[src/rtl/conv_cfg_loader_pkg.sv]
`default_nettype none
// +----------------------------------------------------------------------------+
// | Module   : conv_cfg_loader_pkg                                             |
// | Purpose  : Shared field widths, bank/error encodings, FSM states and the   |
// |            bytes-per-entry helper for the conv config loader.              |
// | Revision : 1.0  initial release                                            |
// +----------------------------------------------------------------------------+
package conv_cfg_loader_pkg;

  localparam int BW       = 8;   // weight element / stream byte width
  localparam int BIAS_BW  = 32;  // bias field width
  localparam int SHIFT_BW = 5;   // shift field width

  localparam logic [2:0] BANK_W0    = 3'd0;
  localparam logic [2:0] BANK_W1    = 3'd1;
  localparam logic [2:0] BANK_W2    = 3'd2;
  localparam logic [2:0] BANK_BIAS  = 3'd3;
  localparam logic [2:0] BANK_SHIFT = 3'd4;

  localparam logic [1:0] ERR_OK           = 2'd0;
  localparam logic [1:0] ERR_EARLY_LAST   = 2'd1;
  localparam logic [1:0] ERR_MISSING_LAST = 2'd2;
  localparam logic [1:0] ERR_VERIFY       = 2'd3;

  typedef enum logic [2:0] {
    ST_IDLE  = 3'd0,
    ST_LOAD  = 3'd1,
    ST_WRITE = 3'd2,
    ST_VRD   = 3'd3,
    ST_VWAIT = 3'd4,
    ST_DONE  = 3'd5
  } state_t;

  // Number of stream bytes that make up one entry of the given bank.
  function automatic int bytes_per_bank(input logic [2:0] bank, input int vl);
    case (bank)
      BANK_BIAS:  bytes_per_bank = BIAS_BW / BW;
      BANK_SHIFT: bytes_per_bank = 1;
      default:    bytes_per_bank = vl;
    endcase
  endfunction

endpackage
`default_nettype wire

[src/rtl/conv_cfg_loader_cfg_byte_packer.sv]
`default_nettype none
// +----------------------------------------------------------------------------+
// | Module   : cfg_byte_packer                                                 |
// | Purpose  : Little-endian byte-to-entry packer. Counts bytes of the current |
// |            entry and flags the entry's final byte.                         |
// | Revision : 1.0  initial release                                            |
// +----------------------------------------------------------------------------+
module cfg_byte_packer
  import conv_cfg_loader_pkg::*;
#(
  parameter int VECTOR_LEN = 13,
  parameter int CW         = 4
) (
  input  logic                     clk,
  input  logic                     rst_n,
  input  logic                     clear,
  input  logic                     accept,
  input  logic [BW-1:0]            byte_in,
  input  logic [CW-1:0]            entry_len,
  output logic                     entry_done,
  output logic [VECTOR_LEN*BW-1:0] entry_data
);

  logic [CW-1:0]            count;
  logic [VECTOR_LEN*BW-1:0] nxt;

  assign entry_done = accept && (count == entry_len - 1'b1);

  // Next packed value: first byte of an entry zeroes the upper (unused) lanes.
  always_comb begin
    nxt = (count == '0) ? '0 : entry_data;
    for (int k = 0; k < VECTOR_LEN; k++) begin
      if (count == CW'(k)) nxt[k*BW +: BW] = byte_in;
    end
  end

  // Byte counter and shift-in register; counter restarts after each entry.
  always_ff @(posedge clk or negedge rst_n) begin
    if (!rst_n) begin
      count      <= '0;
      entry_data <= '0;
    end else if (clear) begin
      count <= '0;
    end else if (accept) begin
      entry_data <= nxt;
      count      <= entry_done ? '0 : count + 1'b1;
    end
  end

endmodule
`default_nettype wire

[src/rtl/conv_cfg_loader.sv]
`default_nettype none
// +----------------------------------------------------------------------------+
// | Module   : conv_cfg_loader                                                 |
// | Purpose  : Streams a host byte image into the conv layer parameter banks   |
// |            in bank-major order, with an optional checksum read-back pass.  |
// | Revision : 1.0  initial release                                            |
// +----------------------------------------------------------------------------+
module conv_cfg_loader
  import conv_cfg_loader_pkg::*;
#(
  parameter int VECTOR_LEN  = 13,
  parameter int NUM_FILTERS = 8,
  parameter int RD_LATENCY  = 1,
  localparam int AW = (NUM_FILTERS > 1) ? $clog2(NUM_FILTERS) : 1,
  localparam int DW = VECTOR_LEN * BW
) (
  input  logic          clk_i,
  input  logic          rst_n_i,
  input  logic          start_i,
  input  logic          verify_i,
  input  logic [7:0]    data_i,
  input  logic          valid_i,
  input  logic          last_i,
  output logic          ready_o,
  output logic          rd_en_o,
  output logic          wr_en_o,
  output logic [2:0]    rd_wr_bank_o,
  output logic [AW-1:0] rd_wr_addr_o,
  output logic [DW-1:0] wr_data_o,
  input  logic [DW-1:0] rd_data_i,
  output logic          busy_o,
  output logic          done_o,
  output logic [1:0]    err_o
);

  localparam int CW = $clog2(VECTOR_LEN + 1);
  localparam int LW = (RD_LATENCY > 1) ? $clog2(RD_LATENCY) : 1;

  state_t        state;
  logic [2:0]    bank;
  logic [AW-1:0] addr;
  logic          ready, wr_en, rd_en, busy, done;
  logic [1:0]    err;
  logic          verify_q, missing_last;
  logic [15:0]   wsum, rsum;
  logic [LW-1:0] lat_cnt;

  logic          accept, start_acc, entry_done, last_addr, last_entry;
  logic [BW-1:0] byte_m;
  logic [CW-1:0] entry_len;
  logic [15:0]   rd_sum, sum_acc;

  assign accept     = valid_i && ready;
  assign start_acc  = (state == ST_IDLE) && start_i;
  assign byte_m     = (bank == BANK_SHIFT) ? {{(BW-SHIFT_BW){1'b0}}, data_i[SHIFT_BW-1:0]} : data_i;
  assign entry_len  = CW'(bytes_per_bank(bank, VECTOR_LEN));
  assign last_addr  = (addr == AW'(NUM_FILTERS - 1));
  assign last_entry = last_addr && (bank == BANK_SHIFT);
  assign sum_acc    = rsum + rd_sum;

  cfg_byte_packer #(
    .VECTOR_LEN (VECTOR_LEN),
    .CW         (CW)
  ) u_packer (
    .clk        (clk_i),
    .rst_n      (rst_n_i),
    .clear      (start_acc),
    .accept     (accept),
    .byte_in    (byte_m),
    .entry_len  (entry_len),
    .entry_done (entry_done),
    .entry_data (wr_data_o)
  );

  // Byte sum of the field returned by a read; shift lane masked like on write.
  always_comb begin
    rd_sum = '0;
    for (int k = 0; k < VECTOR_LEN; k++) begin
      if (CW'(k) < entry_len) rd_sum = rd_sum + 16'(rd_data_i[k*BW +: BW]);
    end
    if (bank == BANK_SHIFT) rd_sum = 16'(rd_data_i[SHIFT_BW-1:0]);
  end

  // Control FSM with registered strobes, counters and checksum accumulators.
  always_ff @(posedge clk_i or negedge rst_n_i) begin
    if (!rst_n_i) begin
      state        <= ST_IDLE;
      bank         <= '0;
      addr         <= '0;
      ready        <= 1'b0;
      wr_en        <= 1'b0;
      rd_en        <= 1'b0;
      busy         <= 1'b0;
      done         <= 1'b0;
      err          <= ERR_OK;
      verify_q     <= 1'b0;
      missing_last <= 1'b0;
      wsum         <= '0;
      rsum         <= '0;
      lat_cnt      <= '0;
    end else begin
      case (state)
        ST_IDLE: begin
          if (start_i) begin
            state        <= ST_LOAD;
            ready        <= 1'b1;
            busy         <= 1'b1;
            err          <= ERR_OK;
            verify_q     <= verify_i;
            missing_last <= 1'b0;
            wsum         <= '0;
            rsum         <= '0;
            bank         <= '0;
            addr         <= '0;
          end
        end
        ST_LOAD: begin
          if (accept) begin
            wsum <= wsum + 16'(byte_m);
            if (last_i && !(last_entry && entry_done)) begin
              // Image ended too early: drop the partial entry and finish.
              ready <= 1'b0;
              busy  <= 1'b0;
              done  <= 1'b1;
              err   <= ERR_EARLY_LAST;
              bank  <= '0;
              addr  <= '0;
              state <= ST_DONE;
            end else if (entry_done) begin
              ready        <= 1'b0;
              wr_en        <= 1'b1;
              missing_last <= last_entry && !last_i;
              state        <= ST_WRITE;
            end
          end
        end
        ST_WRITE: begin
          wr_en <= 1'b0;
          if (last_entry) begin
            bank <= '0;
            addr <= '0;
            if (verify_q && !missing_last) begin
              rd_en <= 1'b1;
              state <= ST_VRD;
            end else begin
              busy  <= 1'b0;
              done  <= 1'b1;
              err   <= missing_last ? ERR_MISSING_LAST : ERR_OK;
              state <= ST_DONE;
            end
          end else begin
            if (last_addr) begin
              addr <= '0;
              bank <= bank + 3'd1;
            end else begin
              addr <= addr + 1'b1;
            end
            ready <= 1'b1;
            state <= ST_LOAD;
          end
        end
        ST_VRD: begin
          rd_en   <= 1'b0;
          lat_cnt <= LW'(RD_LATENCY - 1);
          state   <= ST_VWAIT;
        end
        ST_VWAIT: begin
          if (lat_cnt == '0) begin
            rsum <= sum_acc;
            if (last_entry) begin
              bank  <= '0;
              addr  <= '0;
              busy  <= 1'b0;
              done  <= 1'b1;
              err   <= (sum_acc == wsum) ? ERR_OK : ERR_VERIFY;
              state <= ST_DONE;
            end else begin
              if (last_addr) begin
                addr <= '0;
                bank <= bank + 3'd1;
              end else begin
                addr <= addr + 1'b1;
              end
              rd_en <= 1'b1;
              state <= ST_VRD;
            end
          end else begin
            lat_cnt <= lat_cnt - 1'b1;
          end
        end
        ST_DONE: begin
          done  <= 1'b0;
          state <= ST_IDLE;
        end
        default: state <= ST_IDLE;
      endcase
    end
  end

  assign ready_o      = ready;
  assign rd_en_o      = rd_en;
  assign wr_en_o      = wr_en;
  assign rd_wr_bank_o = bank;
  assign rd_wr_addr_o = addr;
  assign busy_o       = busy;
  assign done_o       = done;
  assign err_o        = err;

endmodule
`default_nettype wire
[config.mk]
export PLATFORM = sky130hd
export DESIGN_NAME = conv_cfg_loader
export DESIGN_NICKNAME = d
export VERILOG_FILES = /design/src/rtl/conv_cfg_loader_pkg.sv /design/src/rtl/conv_cfg_loader_cfg_byte_packer.sv /design/src/rtl/conv_cfg_loader.sv
export SDC_FILE = /design/constraint.sdc
export NUM_CORES = 1
export LEC_CHECK = 0
export BUFFER_PORTS_ARGS = -buffer_cell sky130_fd_sc_hd__buf_2
export CORE_MARGIN = 3
export CORE_UTILIZATION = 50
export CTS_CLUSTER_DIAMETER = 80
export CTS_CLUSTER_SIZE = 16
export DETAILED_ROUTE_END_ITERATION = 16
export GPL_TIMING_DRIVEN = 0
export PLACE_DENSITY = 0.75
export SLEW_MARGIN = 20
export SYNTH_ARGS = -nofsm -noshare
export SYNTH_HDL_FRONTEND = slang
export SYNTH_SLANG_ARGS = --single-unit
[constraint.sdc]
create_clock -name clk_i -period 11.76 [get_ports clk_i]
set_input_delay 1.176 -clock clk_i [delete_from_list [all_inputs] [get_ports clk_i]]
set_output_delay 1.176 -clock clk_i [all_outputs]
set_load 0.01 [all_outputs]
# == Yosys cells after proc, flatten, opt, wreduce, memory -nomap -nowiden ==
# Index checks and enable logic that the tools add are counted.
# totals
latchBits,0
in_bits,118
rom_bits,0
n_memories,0
mem_bits_rw,0
regBits,159
wordCells,257
output_inout_bits,117
# classes
magnitude_cmp,13
addsub,19
reduce_logical,58
n_div,0
mul,0
shifts,0
n_bitwise,1
n_eq_ne,35
muxes,103
# ops
op,n
$mux 16,16
$add 16x8->16,13
$mux 8,15
$mux 104,1
$pmux 16 s2,2
$mux 3,17
$reduce_and 3->1,15
$reduce_bool 2->1,17
$mux 1,28
$pmux 3 s4,2
$ne 2x2->1 const B,11
$eq 4x4->1 const B,5
$lt 4x4->1 const A,5
$reduce_and 5->1,4
$mux 2,9
$add 16x16->16,1
$eq 16x16->1,1
$eq 4x3->1 const B,4
$lt 3x4->1 const A,4
$pmux 3 s5,1
$eq 3x3->1 const B,4
$mux 4,3
$eq 3x2->1 const B,3
$eq 4x2->1 const B,2
other kinds (27),46

# == Logic depth before layout (Yosys ltp) ==
# depth
ltp_word,35
ltp_mapped,76
mapped_depth_nobuf,73

# == Modules after synthesis ==
# From an unflattened synthesis, not the netlist that was laid out.
# hier_totals
hier_cells,1674
hier_area_um2,14071.0
# modules_own_cells
mod,instances,area_each_um2,seq_area_each_um2,cells_per_inst
conv_cfg_loader,1,9225.1,1251.2,1205
cfg_byte_packer,1,4845.9,2702.6,469

# == Worst setup path before layout ==
# OpenSTA, ideal clock, no wires.
# synth_path
kind,input-to-reg
from,input port rd_data_i[0]
to,register err[1] (netlist: err_o[1])
n_path_buf,0
stages,58
arrival_ns,12.858
setup_ns,0.130
slack_ns,-1.228
t_required_ns,11.630
cell_sequence,ha_1 -> inv_1 -> fa_1 -> a21oi_1 -> fa_1 -> nand2_1 -> o21ai_0 -> inv_1 -> fa_1 -> a21oi_1 -> inv_1 -> fa_1 -> o21ai_0 -> inv_1 -> fa_1 -> a21oi_1 -> inv_1 -> fa_1 -> (+22 left out) -> o21bai_1 -> a21o_1 -> a21oi_1 -> or4b_1 -> mux2i_1 -> nor2_1 -> xor2_1 -> nor2_1 -> ha_1 -> a21oi_1 -> o21ai_0 -> a21o_1 -> a21oi_1 -> xnor2_1 -> xnor2_1 -> nand3_1 -> o21ai_0 -> o21ai_0
# synth_between
elab_chain_cells,32
# synth_lines
item,line,rtl
from (decl),conv_cfg_loader.sv:30,"input logic [DW-1:0] rd_data_i,"
$mux 8,conv_cfg_loader.sv:79,if (CW'(k) < entry_len) rd_sum = rd_sum + 16'(rd_data_i[k*BW +: BW]);
$add 16x8->16,conv_cfg_loader.sv:79,
$mux 16,conv_cfg_loader.sv:79,
$add 16x8->16,conv_cfg_loader.sv:79,
$mux 16,conv_cfg_loader.sv:79,
$add 16x8->16,conv_cfg_loader.sv:79,
$mux 16,conv_cfg_loader.sv:79,
$add 16x8->16,conv_cfg_loader.sv:79,
(+16 left out),--,
$mux 16,conv_cfg_loader.sv:79,
$mux 16 (*),conv_cfg_loader.sv:81,if (bank == BANK_SHIFT) rd_sum = 16'(rd_data_i[SHIFT_BW-1:0]);
$add 16x16->16 (*),conv_cfg_loader.sv:59,assign sum_acc = rsum + rd_sum;
$eq 16x16->1 (*),conv_cfg_loader.sv:175,err <= (sum_acc == wsum) ? ERR_OK : ERR_VERIFY;
$mux 2 (*),conv_cfg_loader.sv:175,
$mux 2 (*),conv_cfg_loader.sv:170,if (last_entry) begin
$mux 2 (*),conv_cfg_loader.sv:168,if (lat_cnt == '0) begin
$pmux 2 s4 (*),conv_cfg_loader.sv:102,case (state)
to (signal assigned),conv_cfg_loader.sv:148,err <= missing_last ? ERR_MISSING_LAST : ERR_OK;
to (signal assigned),conv_cfg_loader.sv:175,
to (decl),conv_cfg_loader.sv:43,logic [1:0] err;
# Mark *: on every way between the ends. The rest lies on a longest branch, timed or not. The select of a mux whose other input is x is not followed.
# A chain may end at the register's enable or synchronous reset.

# == Worst setup path after layout ==
# layout_path
from,input port rd_data_i[1]
to,register err[1] (netlist: err_o[1])
# Same word-level chain as after synthesis.

==> results by group <==
Clocking
  – Worst-path clk slew: approximately 0.06 ns
  – Clk_lat worst skew: between 0.4 and 0.5 ns
  – TritonCTS clock tree: yes
  – Hold_buf cts: 0
  – Clock sinks: 158
  – Total CTS buffers: 17
  – H-tree depth: 4
  – CTS Root Cell: clkbuf_16
  – Clock buffer depth: 2

Global route
  – Global route overflow: 0
  – Initial antenna violation count: 6
  – Vias in the first global route: about 13,000
  – Largest net degree at the start of global routing: roughly 90
  – First-pass GRT wire length: approximately 62,000 um
  – Tot GR Track Use: 0.2623

Setup path
  – Worst Path Arrival: between 10 and 15 ns
  – CP required: approximately 12 ns
  – Slowest cell on the critical path: or4b_4
  – Worst-path maximum fanout: 4
  – Kind of end point of the critical path: flop
  – Crit path kind: in -> reg
  – Startpoint types: primary input
  – Critical Path Max Stage Delay: between 0.4 and 0.5 ns

Yosys
  – Fraction of registers with async set/reset: 1.000
  – Syn_nets: roughly 1,900
  – Synth Flop Type: dfrtp_1
  – Flip-flop and latch count after synthesis: 158
  – Yosys warns: 0
  – Mapped Cells: between 1,500 and 2,000
  – Post-Syn Area per Cell: about 8 um^2
  – Number of synthesized flops with an enable pin: 0
  – Post-Syn Area: 13,380 um^2
  – Seq/Total Area, Yosys: 0.2955
  – Synth cell types: 86

Drt
  – Vias per cell: ~5.7
  – Post-route ant nets: 0
  – Initial drt markers: roughly 900
  – Met3 wire len: roughly 2800 um
  – DRT met1 WL: approximately 16,000 um
  – Met2 wire len: roughly 19,000 um
  – Post-Route WL: about 39,000 um
  – Highest routed layer: met5
  – Via count: roughly 13,000
  – Wire length per cell: around 17 um
  – Pre-Repair DR Iteration Count: 7
  – Remaining DRCs: 0

Status
  – Status: complete, but fails checks
  – Failing checks: negative setup slack

Timing
  – Max transition margin: 0.2816
  – Final Cycle Share: 1.096
  – Endpoints failing hold: 0
  – Fmax: 77.58 MHz
  – Period minus WS final: between 10 and 15 ns
  – Max Slew Vio Count: 0
  – RSZ-0062 raised after global routing: true
  – Hold Worst Slack: 0.4636 ns
  – Setup TNS: -5.330 ns
  – Clock skew: between 0.009 and 0.01 ns
  – Worst Tran Pin Value: around 1.1 ns
  – Final setup vio count: 8
  – Worst Slack Setup Final: -1.130 ns

Placement
  – IO buf count: about 230
  – Area post-placement: between 15,000 and 20,000 um^2
  – DP HPWL: roughly 29,000 um
  – RePlAce Congestion: about 0.9

Cells and area
  – Fillers: 2,139
  – Nets: around 2,200
  – Commonest cells after routing, fill and taps aside: nand2_1 (238), buf_2 (230), dfrtp_1 (158)
  – Final Util: 0.6499
  – Most common cell after layout, fill and taps aside: nand2_1
  – Fin area: 17,030 um^2
  – Layout cell share with drive strength beyond 1: 0.2731
  – Seq. cell area: between 3000 and 4000 um^2
  – Layout overhead on the synthesized area: 27.28%
  – Footprint of the multi-input gates: roughly 9700 um^2

Floorplanning
  – Initial core utilization: 0.5106
  – Die Span Y: approximately 170 um
  – Die area: about 29,000 um^2
  – FP Rows: a little under 60
  – Die Width: 169.6 um
  – Total core area: between 20,000 and 30,000 um^2
  – Io pins: approximately 240

Hold path
  – Type of the most critical hold path: reg -> reg

Job
  – MaxCap Viol Count: 0
-- kinds of logic after synthesis --
group                      after synthesis  share of synthesized area
AOI/OAI and AO/OA                      443                     0.2088
xor gates and xnor gates               136                    0.09949
adders and majority gates              152                     0.1497
buffers and inverters                  169                    0.04797
DFF                                    158                     0.2955
muxes                                    8                   0.006265
other                                    1                  0.0002802
and+or+nand+nor                        565                     0.1921
-- worst max-delay path: cells and delay by family --
kind / cells / cell delay (ns)
adder cells (fa/ha/maj): 13 / 3.64
multiplexers: 1 / 0.19
AO/OA/AOI/OAI: 29 / 4.85
buffers and inverters: 4 / 0.40
AND/OR/NAND/NOR: 8 / 1.17
XOR/XNOR: 12 / 1.76
-- stage by stage --
| stage | setup slack, ns | cells |
|---|---|---|
| CTS | -0.7644 | 2280 |
| floorplan | -0.5099 | 1632 |
| finish | -1.130 | 2296 |
| global placement | -2.424 | 2201 |
| detailed placement | -2.511 | 2202 |
| global route | -1.605 | 2295 |
-- flip-flops by register name (all words and copies together) (netlist names), 2 cells and up --
name	cells
rsum	16
u_packer.entry_data	104
state	3
err_o	2
u_packer.count	4
wsum	16
rd_wr_addr_o	3
rd_wr_bank_o	3
-- cell type report --
type	instances	share of cell area
multi-input combinational	1305	0.5703
sequential	158	0.2321
timing repair buffer	298	0.09961
clock buffer	17	0.02498
tap	335	0.02461
inverter	107	0.02395
buffer	60	0.01432
clock inverter	14	0.009844
antenna	2	0.0002938
-- final timing paths --
| path | start | end | slack [ns] | cells after the start |
|---|---|---|---|---|
| min reg2reg | u_packer.entry_data[58] | u_packer.entry_data[58] | 0.46 | 2 |
| max reg2reg | rd_wr_bank_o[1] | err_o[1] | -1.03 | 67 |
| min in group asynchronous | rst_n_i | u_packer.entry_data[80] | 0.71 | 1 |
| max in group asynchronous | rst_n_i | rd_wr_addr_o[1] | 10.23 | 2 |
| min | u_packer.entry_data[58] | u_packer.entry_data[58] | 0.46 | 2 |
| max | rd_data_i[1] | err_o[1] | -1.13 | 67 |
-- synth_stat cells, types with 4 or more instances --
master	number	area [um^2]
and2_1	16	100.1
nand4_1	6	37.54
nor3_1	17	85.08
fa_1	14	280.3
a21boi_0	9	67.56
nor4_1	5	31.28
inv_1	106	397.9
xnor2_2	6	97.59
a31oi_1	6	37.54
o31ai_1	14	105.1
a21oi_1	107	535.5
clkbuf_1	57	214.0
ha_1	136	1702
a21o_1	59	442.9
o211ai_1	7	52.55
o21a_1	11	82.58
nand3_1	99	495.5
dfrtp_1	158	3954
nor2b_1	17	106.4
xor2_1	50	437.9
a211oi_1	6	45.04
nand2b_1	17	106.4
nand2_1	239	897.1
o21ai_0	146	730.7
o21bai_1	19	142.6
buf_1	4	15.01
xnor2_1	73	639.4
a22o_1	21	183.9
mux2i_1	5	50.05
and3_1	12	75.07
or3_1	5	31.28
or2_2	4	25.02
nand3b_1	5	37.54
nor2_1	107	401.6
-- repair_timing --
| action | CTS | global route |
|---|---|---|
| endpoints found under the setup margin | 15 | 12 |
| pin swaps | 66 | 59 |
| buffers inserted | 49 | 14 |
| resized for setup | 104 | 73 |
-- layer usage --
layer	GRT usage	up-vias
li1	-	6286
met1	0.3258	6227
met2	0.4629	486
met3	0.05148	86
met4	0.07646	10
met5	0	-
Power is not shown: default switching activity piles up to over one toggle a cycle in this logic, so the estimate is an artifact.
